File: src/rtl/dice_monitor_if.sv
// Bus between a dice-display observer and whoever drives/reads it.
// The master side supplies the sampled display pins, clear and read select;
// the slave side (the monitor) returns the readout and roll status.
interface dice_monitor_if #(
    parameter int COUNT_W = 12
);
    logic [6:0]         seg_in;     // segment pattern, bit0=a .. bit6=g
    logic               dp_in;      // decimal point: low while rolling
    logic               clr;        // clear all counters
    logic [2:0]         rd_sel;     // 0=total, 1..6=face, 7=error
    logic [COUNT_W-1:0] rd_data;    // registered readout
    logic [2:0]         face_out;   // last committed face, 0 if invalid
    logic               roll_done;  // one-cycle commit pulse
    logic               busy;       // roll in progress

    modport master (
        output seg_in, dp_in, clr, rd_sel,
        input  rd_data, face_out, roll_done, busy
    );

    modport slave (
        input  seg_in, dp_in, clr, rd_sel,
        output rd_data, face_out, roll_done, busy
    );
endinterface

File: src/rtl/dice_monitor.sv
// Observer for a 7-segment dice display. Synchronizes the segment and
// decimal-point pins, waits for the display to settle after the roll ends,
// decodes the shown face and keeps saturating roll histograms.
module dice_monitor #(
    parameter int COUNT_W    = 12,
    parameter int SETTLE_CYC = 16   // legal range 1..255
) (
    input  logic          wb_clk_i,
    input  logic          rst_n,
    dice_monitor_if.slave bus
);

    typedef enum logic [1:0] {
        IDLE    = 2'd0,
        ROLLING = 2'd1,
        SETTLE  = 2'd2,
        COMMIT  = 2'd3
    } state_t;

    localparam logic [7:0]         STAB_LAST = 8'(SETTLE_CYC - 1);
    localparam logic [COUNT_W-1:0] CNT_MAX   = '1;
    localparam logic [COUNT_W-1:0] CNT_ONE   = COUNT_W'(1);

    state_t             state;
    state_t             state_nx;
    logic [6:0]         seg_m;
    logic [6:0]         seg_s;
    logic               dp_m;
    logic               dp_s;
    logic [6:0]         seg_q;
    logic [7:0]         stab_cnt;
    logic [2:0]         face_q;
    logic [2:0]         bump_idx;
    logic [COUNT_W-1:0] cnt [8];    // 0=total, 1..6=faces, 7=error
    logic [COUNT_W-1:0] rd_q;
    logic               roll_done;
    logic               busy;
    logic               seg_stable;
    logic               commit_entry;

    // Map a settled segment pattern (g..a, MSB first) to a face; 0 = invalid.
    function automatic logic [2:0] decode_face(input logic [6:0] seg);
        case (seg)
            7'b0000110: return 3'd1;
            7'b1011011: return 3'd2;
            7'b1001111: return 3'd3;
            7'b1100110: return 3'd4;
            7'b1101101: return 3'd5;
            7'b1111101: return 3'd6;
            default:    return 3'd0;
        endcase
    endfunction

    assign seg_stable   = (seg_s == seg_q);
    assign commit_entry = (state == SETTLE) && (state_nx == COMMIT);
    // Invalid commits are tallied in the error slot.
    assign bump_idx     = (face_q == 3'd0) ? 3'd7 : face_q;

    // Two-flop synchronizers; dp resets high so an idle display is not a roll.
    always_ff @(posedge wb_clk_i) begin
        // NOTE: clocked state is always assigned with <= so every flop samples
        // the pre-edge values of the others, independent of statement order.
        if (!rst_n) begin
            seg_m <= '0;
            seg_s <= '0;
            dp_m  <= 1'b1;
            dp_s  <= 1'b1;
        end else begin
            seg_m <= bus.seg_in;
            seg_s <= seg_m;
            dp_m  <= bus.dp_in;
            dp_s  <= dp_m;
        end
    end

    // State register.
    always_ff @(posedge wb_clk_i) begin
        if (!rst_n) state <= IDLE;
        else        state <= state_nx;
    end

    // Next-state logic: roll starts on dp low, settles once dp is high and
    // the segments hold still for SETTLE_CYC cycles.
    always_comb begin
        // NOTE: default first, so no path through the case leaves state_nx
        // unassigned and infers a latch.
        state_nx = state;
        case (state)
            IDLE:    if (!dp_s) state_nx = ROLLING;
            ROLLING: if (dp_s)  state_nx = SETTLE;
            SETTLE: begin
                if (!dp_s)
                    state_nx = ROLLING;
                else if (seg_stable && stab_cnt == STAB_LAST)
                    state_nx = COMMIT;
            end
            COMMIT:  state_nx = IDLE;
            default: state_nx = IDLE;
        endcase
    end

    // Status outputs decoded from the current state.
    always_comb begin
        roll_done = (state == COMMIT);
        busy      = (state == ROLLING) || (state == SETTLE);
    end

    // Stability tracker: restart the count whenever the pattern moves.
    always_ff @(posedge wb_clk_i) begin
        if (!rst_n) begin
            seg_q    <= '0;
            stab_cnt <= '0;
        end else if (state == ROLLING && dp_s) begin
            seg_q    <= seg_s;
            stab_cnt <= '0;
        end else if (state == SETTLE && dp_s) begin
            if (!seg_stable) begin
                seg_q    <= seg_s;
                stab_cnt <= '0;
            end else begin
                stab_cnt <= stab_cnt + 8'd1;
            end
        end
    end

    // Latch the decoded face on the way into COMMIT so it is valid alongside
    // roll_done; the pattern equals seg_q at that point.
    always_ff @(posedge wb_clk_i) begin
        if (!rst_n)            face_q <= 3'd0;
        else if (commit_entry) face_q <= decode_face(seg_s);
    end

    // Saturating histogram counters; clear overrides a coincident commit.
    always_ff @(posedge wb_clk_i) begin
        // NOTE: these eight words are plain flops, not a RAM macro, so they
        // can and must be reset to read back 0 after reset.
        if (!rst_n || bus.clr) begin
            for (int i = 0; i < 8; i++) cnt[i] <= '0;
        end else if (state == COMMIT) begin
            if (cnt[0] != CNT_MAX)        cnt[0]        <= cnt[0] + CNT_ONE;
            if (cnt[bump_idx] != CNT_MAX) cnt[bump_idx] <= cnt[bump_idx] + CNT_ONE;
        end
    end

    // Registered readout of the selected counter.
    always_ff @(posedge wb_clk_i) begin
        if (!rst_n) rd_q <= '0;
        else        rd_q <= cnt[bus.rd_sel];
    end

    assign bus.rd_data   = rd_q;
    assign bus.face_out  = face_q;
    assign bus.roll_done = roll_done;
    assign bus.busy      = busy;

endmodule

File: src/flat_wrapper.sv
// flat-port wrapper written by rule: the top's interface ports become plain ports
module dice_monitor_flat 
#(
    parameter int COUNT_W    = 12,
    parameter int SETTLE_CYC = 16                        
)
  (wb_clk_i, rst_n, bus_seg_in, bus_dp_in, bus_clr, bus_rd_sel, bus_rd_data, bus_face_out, bus_roll_done, bus_busy);
  dice_monitor_if #(.COUNT_W(COUNT_W)) bus_i ();
  input  logic wb_clk_i;
  input  logic rst_n;
  input wire logic [$bits(bus_i.seg_in)-1:0] bus_seg_in;
  input wire logic [$bits(bus_i.dp_in)-1:0] bus_dp_in;
  input wire logic [$bits(bus_i.clr)-1:0] bus_clr;
  input wire logic [$bits(bus_i.rd_sel)-1:0] bus_rd_sel;
  output wire logic [$bits(bus_i.rd_data)-1:0] bus_rd_data;
  output wire logic [$bits(bus_i.face_out)-1:0] bus_face_out;
  output wire logic [$bits(bus_i.roll_done)-1:0] bus_roll_done;
  output wire logic [$bits(bus_i.busy)-1:0] bus_busy;
  assign bus_i.seg_in = bus_seg_in;
  assign bus_i.dp_in = bus_dp_in;
  assign bus_i.clr = bus_clr;
  assign bus_i.rd_sel = bus_rd_sel;
  assign bus_rd_data = bus_i.rd_data;
  assign bus_face_out = bus_i.face_out;
  assign bus_roll_done = bus_i.roll_done;
  assign bus_busy = bus_i.busy;
  dice_monitor #(.COUNT_W(COUNT_W), .SETTLE_CYC(SETTLE_CYC)) u_core (.wb_clk_i(wb_clk_i), .rst_n(rst_n), .bus(bus_i));
endmodule
File: config.mk
export PLATFORM = sky130hd
export DESIGN_NAME = dice_monitor_flat
export DESIGN_NICKNAME = d
export VERILOG_FILES = /design/src/rtl/dice_monitor_if.sv /design/src/rtl/dice_monitor.sv /design/src/flat_wrapper.sv
export SDC_FILE = /design/constraint.sdc
export NUM_CORES = 1
export LEC_CHECK = 0
export CORE_ASPECT_RATIO = 1.25
export CORE_MARGIN = 5
export CORE_UTILIZATION = 50
export CTS_CLUSTER_SIZE = 16
export DETAILED_ROUTE_END_ITERATION = 12
export PLACE_DENSITY = 0.68
export SLEW_MARGIN = 20
export SYNTH_ARGS = -nofsm -noshare
export SYNTH_HDL_FRONTEND = slang
export SYNTH_SLANG_ARGS = --single-unit
File: constraint.sdc
create_clock -name wb_clk_i -period 8.71 [get_ports wb_clk_i]
set_clock_uncertainty 0.15 [all_clocks]
set_input_delay 1.742 -clock wb_clk_i [delete_from_list [all_inputs] [get_ports wb_clk_i]]
set_output_delay 1.742 -clock wb_clk_i [all_outputs]
set_load 0.02 [all_outputs]
# --- Word level (Yosys, flattened, before mapping) ---
# Memory sizes are Yosys's and may differ from the RTL's. A register that Yosys moved wholly into a read port is not among the register bits.
# Cells that the tools add are included.
classes:
  reduce_logical: 14
  n_mux: 25
  eq_ne: 15
  bitwise: 2
  addsub: 3
op_table:
  columns: ["operator", "count"]
  rows:
  - ["== test 7 bit (second input constant)", 5]
  - ["adder 12 x 1 -> 12 bit (second input constant)", 2]
  - ["2-to-1 mux 12 bit", 2]
  - ["!= test 12 bit (second input constant)", 2]
  - ["2-to-1 mux 7 bit", 3]
  - ["one-hot mux 3 bit (6 select lines)", 1]
  - ["OR reduction 12 bit", 1]
  - ["2-to-1 mux 1 bit", 11]
  - ["adder 8 x 1 -> 8 bit (second input constant)", 1]
  - ["== test 8 x 4 -> 1 bit (second input constant)", 1]
  - ["2-to-1 mux 2 bit", 4]
  - ["2-to-1 mux 8 bit", 1]
  - ["one-hot mux 2 bit (4 select lines)", 1]
  - ["== test 7 x 3 -> 1 bit (second input constant)", 1]
  - ["== test 7 bit", 1]
  - ["== test 2 bit (second input constant)", 3]
  - ["2-to-1 mux 3 bit", 2]
  - ["logical AND 1 bit", 4]
  - ["logical NOT 3 bit", 1]
  - ["== test 2 x 1 -> 1 bit (second input constant)", 1]
  - ["logical NOT 1 bit", 2]
  - ["logical NOT 2 bit", 1]
  - ["logical OR 1 bit", 2]
  - ["!= test 2 bit (second input constant)", 1]
  - ["other kinds (5)", 5]
word_totals:
  n_memories: 1
  regBits: 36
  ramBits: 96
  inputBits: 14
memory_table:
  columns: ["name", "depth", "word_bits", "rd", "rd_clocked_by_memory_dff", "write_ports", "line_no", "text"]
  rows:
  - ["u_core.cnt", 8, 12, 3, 1, 8, "dice_monitor.sv:34", "logic [COUNT_W-1:0] cnt [8];"]

# --- Longest topological paths before layout ---
# An unclocked memory read counts as a cell.
depth:
  ltp_word: 10
  mapped_depth: 14
  depth_no_buf: 9

# --- Worst setup path after synthesis ---
# OpenSTA, ideal clock, no wires.
synth_path:
  path_kind: "input -> register"
  from: "input rst_n"
  to: "memory u_core.cnt[5][0] (enable)"
  setup_slack_ps: 5075
  path_buffers: 2
  cell_stages: 6
  arrival_ps: 3134
  setup_time_ps: 350
  cell_sequence: "nor2b_1 -> clkbuf_1 -> and2_0 -> nand4_2 -> buf_4 -> nand2_1"
synth_rtl:
  columns: ["item", "line_no", "text"]
  rows:
  - ["from (decl)", "flat_wrapper.sv:10", "input logic rst_n;"]
  - ["to (decl)", "dice_monitor.sv:34", null]

==> impl_metrics.yaml <==
finish:
  final-seq-area_um2: 3850
  fin_nets: 652
  area_delta_synth_final_pct: 13.0
  final_common_cell: "nor2_1"
  multiInputGateArea_um2: 3240
  n_fill_cell: 1173
  layout_common_cells: "111 x nor2_1, 96 x edfxtp_1, 46 x dfxtp_1"
  diodes: 0
  final_layout_size_suffix_gt1_share_pct: 15.4
  instances_no_fill: 822
pwr:
  power_density_nw_per_um2: 194
  ir_drop_uv: 151
  power.leakage_nw: 2.94
timing:
  fmax_mhz: 219
  final.min_clock_period_ns: 4.57
  setup_viol: 0
  slew_violations: 0
  fin_setup_tns_ns: 0
  slew_headroom_pct: 20.4
  min_period_over_period_pct: 52.5
  rsz0062_at_grt: "no"
  worst_pin_slew_ns: 1.19
  hold_violations: 0
floorplanning:
  io_pins: 31
  initial_core_util_pct: 50.9
  die_area_um2: 17200
  die_y_um: 145
  die_width_um: 118
  coreArea_um2: 14400
  rows: 49
placed_design:
  place_inst: 790
  portBuffers: 30
  gp_congestion: 0.989
  hpwl_um: 13700
global_route:
  grt_pass1_wl_um: 29700
  grt_pass1_vias: 5113
  grt_max_degree: 48
  antenna_found_initial: 0
  grt_util_all_layers_pct: 22.8
  grt_overflow: 0
synthesis:
  ys_seq_area_share_pct: 52.4
  ys_types: 65
  ys_ff_latch: 144
  yosysTopAreaCellShare_pct: 39.3
  syn_area_um2: 7340
  yosysWarningCount: 0
  ys_top_cells_by_area: "edfxtp_1 39%, dfxtp_1 13%, mux4_2 9.5%"
  synth.avg_cell_area_um2: 12.0
  syn_inst: 613
  synth_top_area_cell: "edfxtp_1"
  ys.flop_type: "edfxtp_1"
  synthArstFlopShare_pct: 0
  syn_nets: 634
  synth_edf_count: 96
cts:
  clkTransAtPathRegs_ns: 0.06
  cts-root-buf: "clkbuf_16"
  cts.path.max_buffers: 2
  tritoncts: "built"
  cts_num_sinks: 144
  htreeDepth: 4
  post-cts-setup-buffer-count: 0
  hold_buffers: 0
  clk_latency_ns: 0.42
  cts_resized: 0
  cts_buffers: 17
routing:
  drc: 0
  drt-wirelength-per-cell_um: 23.5
  routed_via_density: 6.20
  wl_um: 19300
  vias: 5100
  firstDrtPassIters: 5
  ant_nets: 0
  drt-initial-drc-count: 672
critical_path:
  path_max_fanout: 40
  cp-end-kind: "register"
  critPathKind: "reg -> reg"
  required_ns: 8.59
  crit_path_start_kind: "register"
  cp.arrival_ns: 4.45
worst_hold_path:
  worst_hold_path_type: "reg -> reg"
job:
  maxCapViolations: 0
outcome:
  status: "finished, final reports clean"
## registers in the layout (all words and copies together), names as in the netlist, 2 cells and up
register	flops
u_core.cnt	96
u_core.bus.rd_data	12
u_core.stab_cnt	8
u_core.seg_m	7
u_core.seg_q	7
u_core.seg_s	7
u_core.bus.face_out	3
u_core.state	2
## through the flow
step	cell area, µm²	worst slack [ns]	hold slack, ns	util (%)	total power [mW]
4_1_cts	8290	4.20	0.274	57.6	1.61
6_report	8290	4.14	0.272	57.6	1.61
5_1_grt	8290	4.03	0.296	57.6	1.66
3_5_place_dp	7690	3.81	0.244	53.4	0.893
2_1_floorplan	7340	5.08	0.236	-	0.848
3_3_place_gp	7690	3.87	0.251	53.4	0.891
## area by class of cell
class / instances / share of cell area, %
multi-input combinational: 422 / 39.1
clock inverter: 11 / 1.04
clock buffer: 21 / 6.20
sequential: 144 / 46.4
inverter: 10 / 0.453
tap: 178 / 2.69
timing repair buffer: 36 / 4.10
## metal layers
metal  up-vias  routed length (µm)  track usage [%]  share of wire, %
li1       2271                   -                -                 -
met1      2447                7270             28.1                38
met2       312                9380             37.6                49
met3        70                1690             4.94               8.8
met4         0                 961             11.6               5.0
met5         -                   0                0                 0
## Yosys cell counts, types with 6 or more instances
cell type,count
dfxtp_1,48
buf_2,6
nor2b_1,29
nor3_1,11
mux2i_1,38
inv_1,10
nand2_1,32
xor2_1,16
nand3_1,16
edfxtp_1,96
clkbuf_1,14
mux2_2,8
mux4_2,31
ha_1,7
and2_1,16
nand2b_1,9
buf_4,11
nor2_1,111
xnor2_1,19
## worst paths after layout
path,slack [ns],depth (start not counted),end,startpoint
hold / removal,0.27,1,u_core.dp_s,u_core.dp_m
setup reg to reg,4.14,7,u_core.cnt[1][1],u_core.bus.face_out[1]
hold reg to reg,0.27,1,u_core.dp_s,u_core.dp_m
setup / recovery,4.14,7,u_core.cnt[1][1],u_core.bus.face_out[1]
## kinds of logic (layout without fill, tap and decap cells)
logic type	Yosys count	after routing	share of synthesized area, %
compound gates	48	48	5.07
xor+xnor	35	35	4.18
fa+ha+maj	7	7	1.19
buf+inv	47	78	3.38
flops	144	144	52.4
mux	77	77	15.9
simple gates	255	255	17.9
## report_power, final
group,internal (mW),switching [mW],total [mW],leakage [nW]
registers,0.753,0.0231,0.777,1.46
clock network,0.429,0.298,0.726,0.299
logic,0.0467,0.0578,0.105,1.18
total,1.23,0.378,1.61,2.94
## worst max-delay path, stage by stage (launching register included)
cell and delay (ns):
dfxtp_2 1.00, nor2b_1 0.70, a22oi_1 0.30, o32a_2 0.32
nor4_4 0.45, nand4b_4 0.29, nand2_1 0.47, nand2_1 0.48
(Power assumes the default switching activity.)
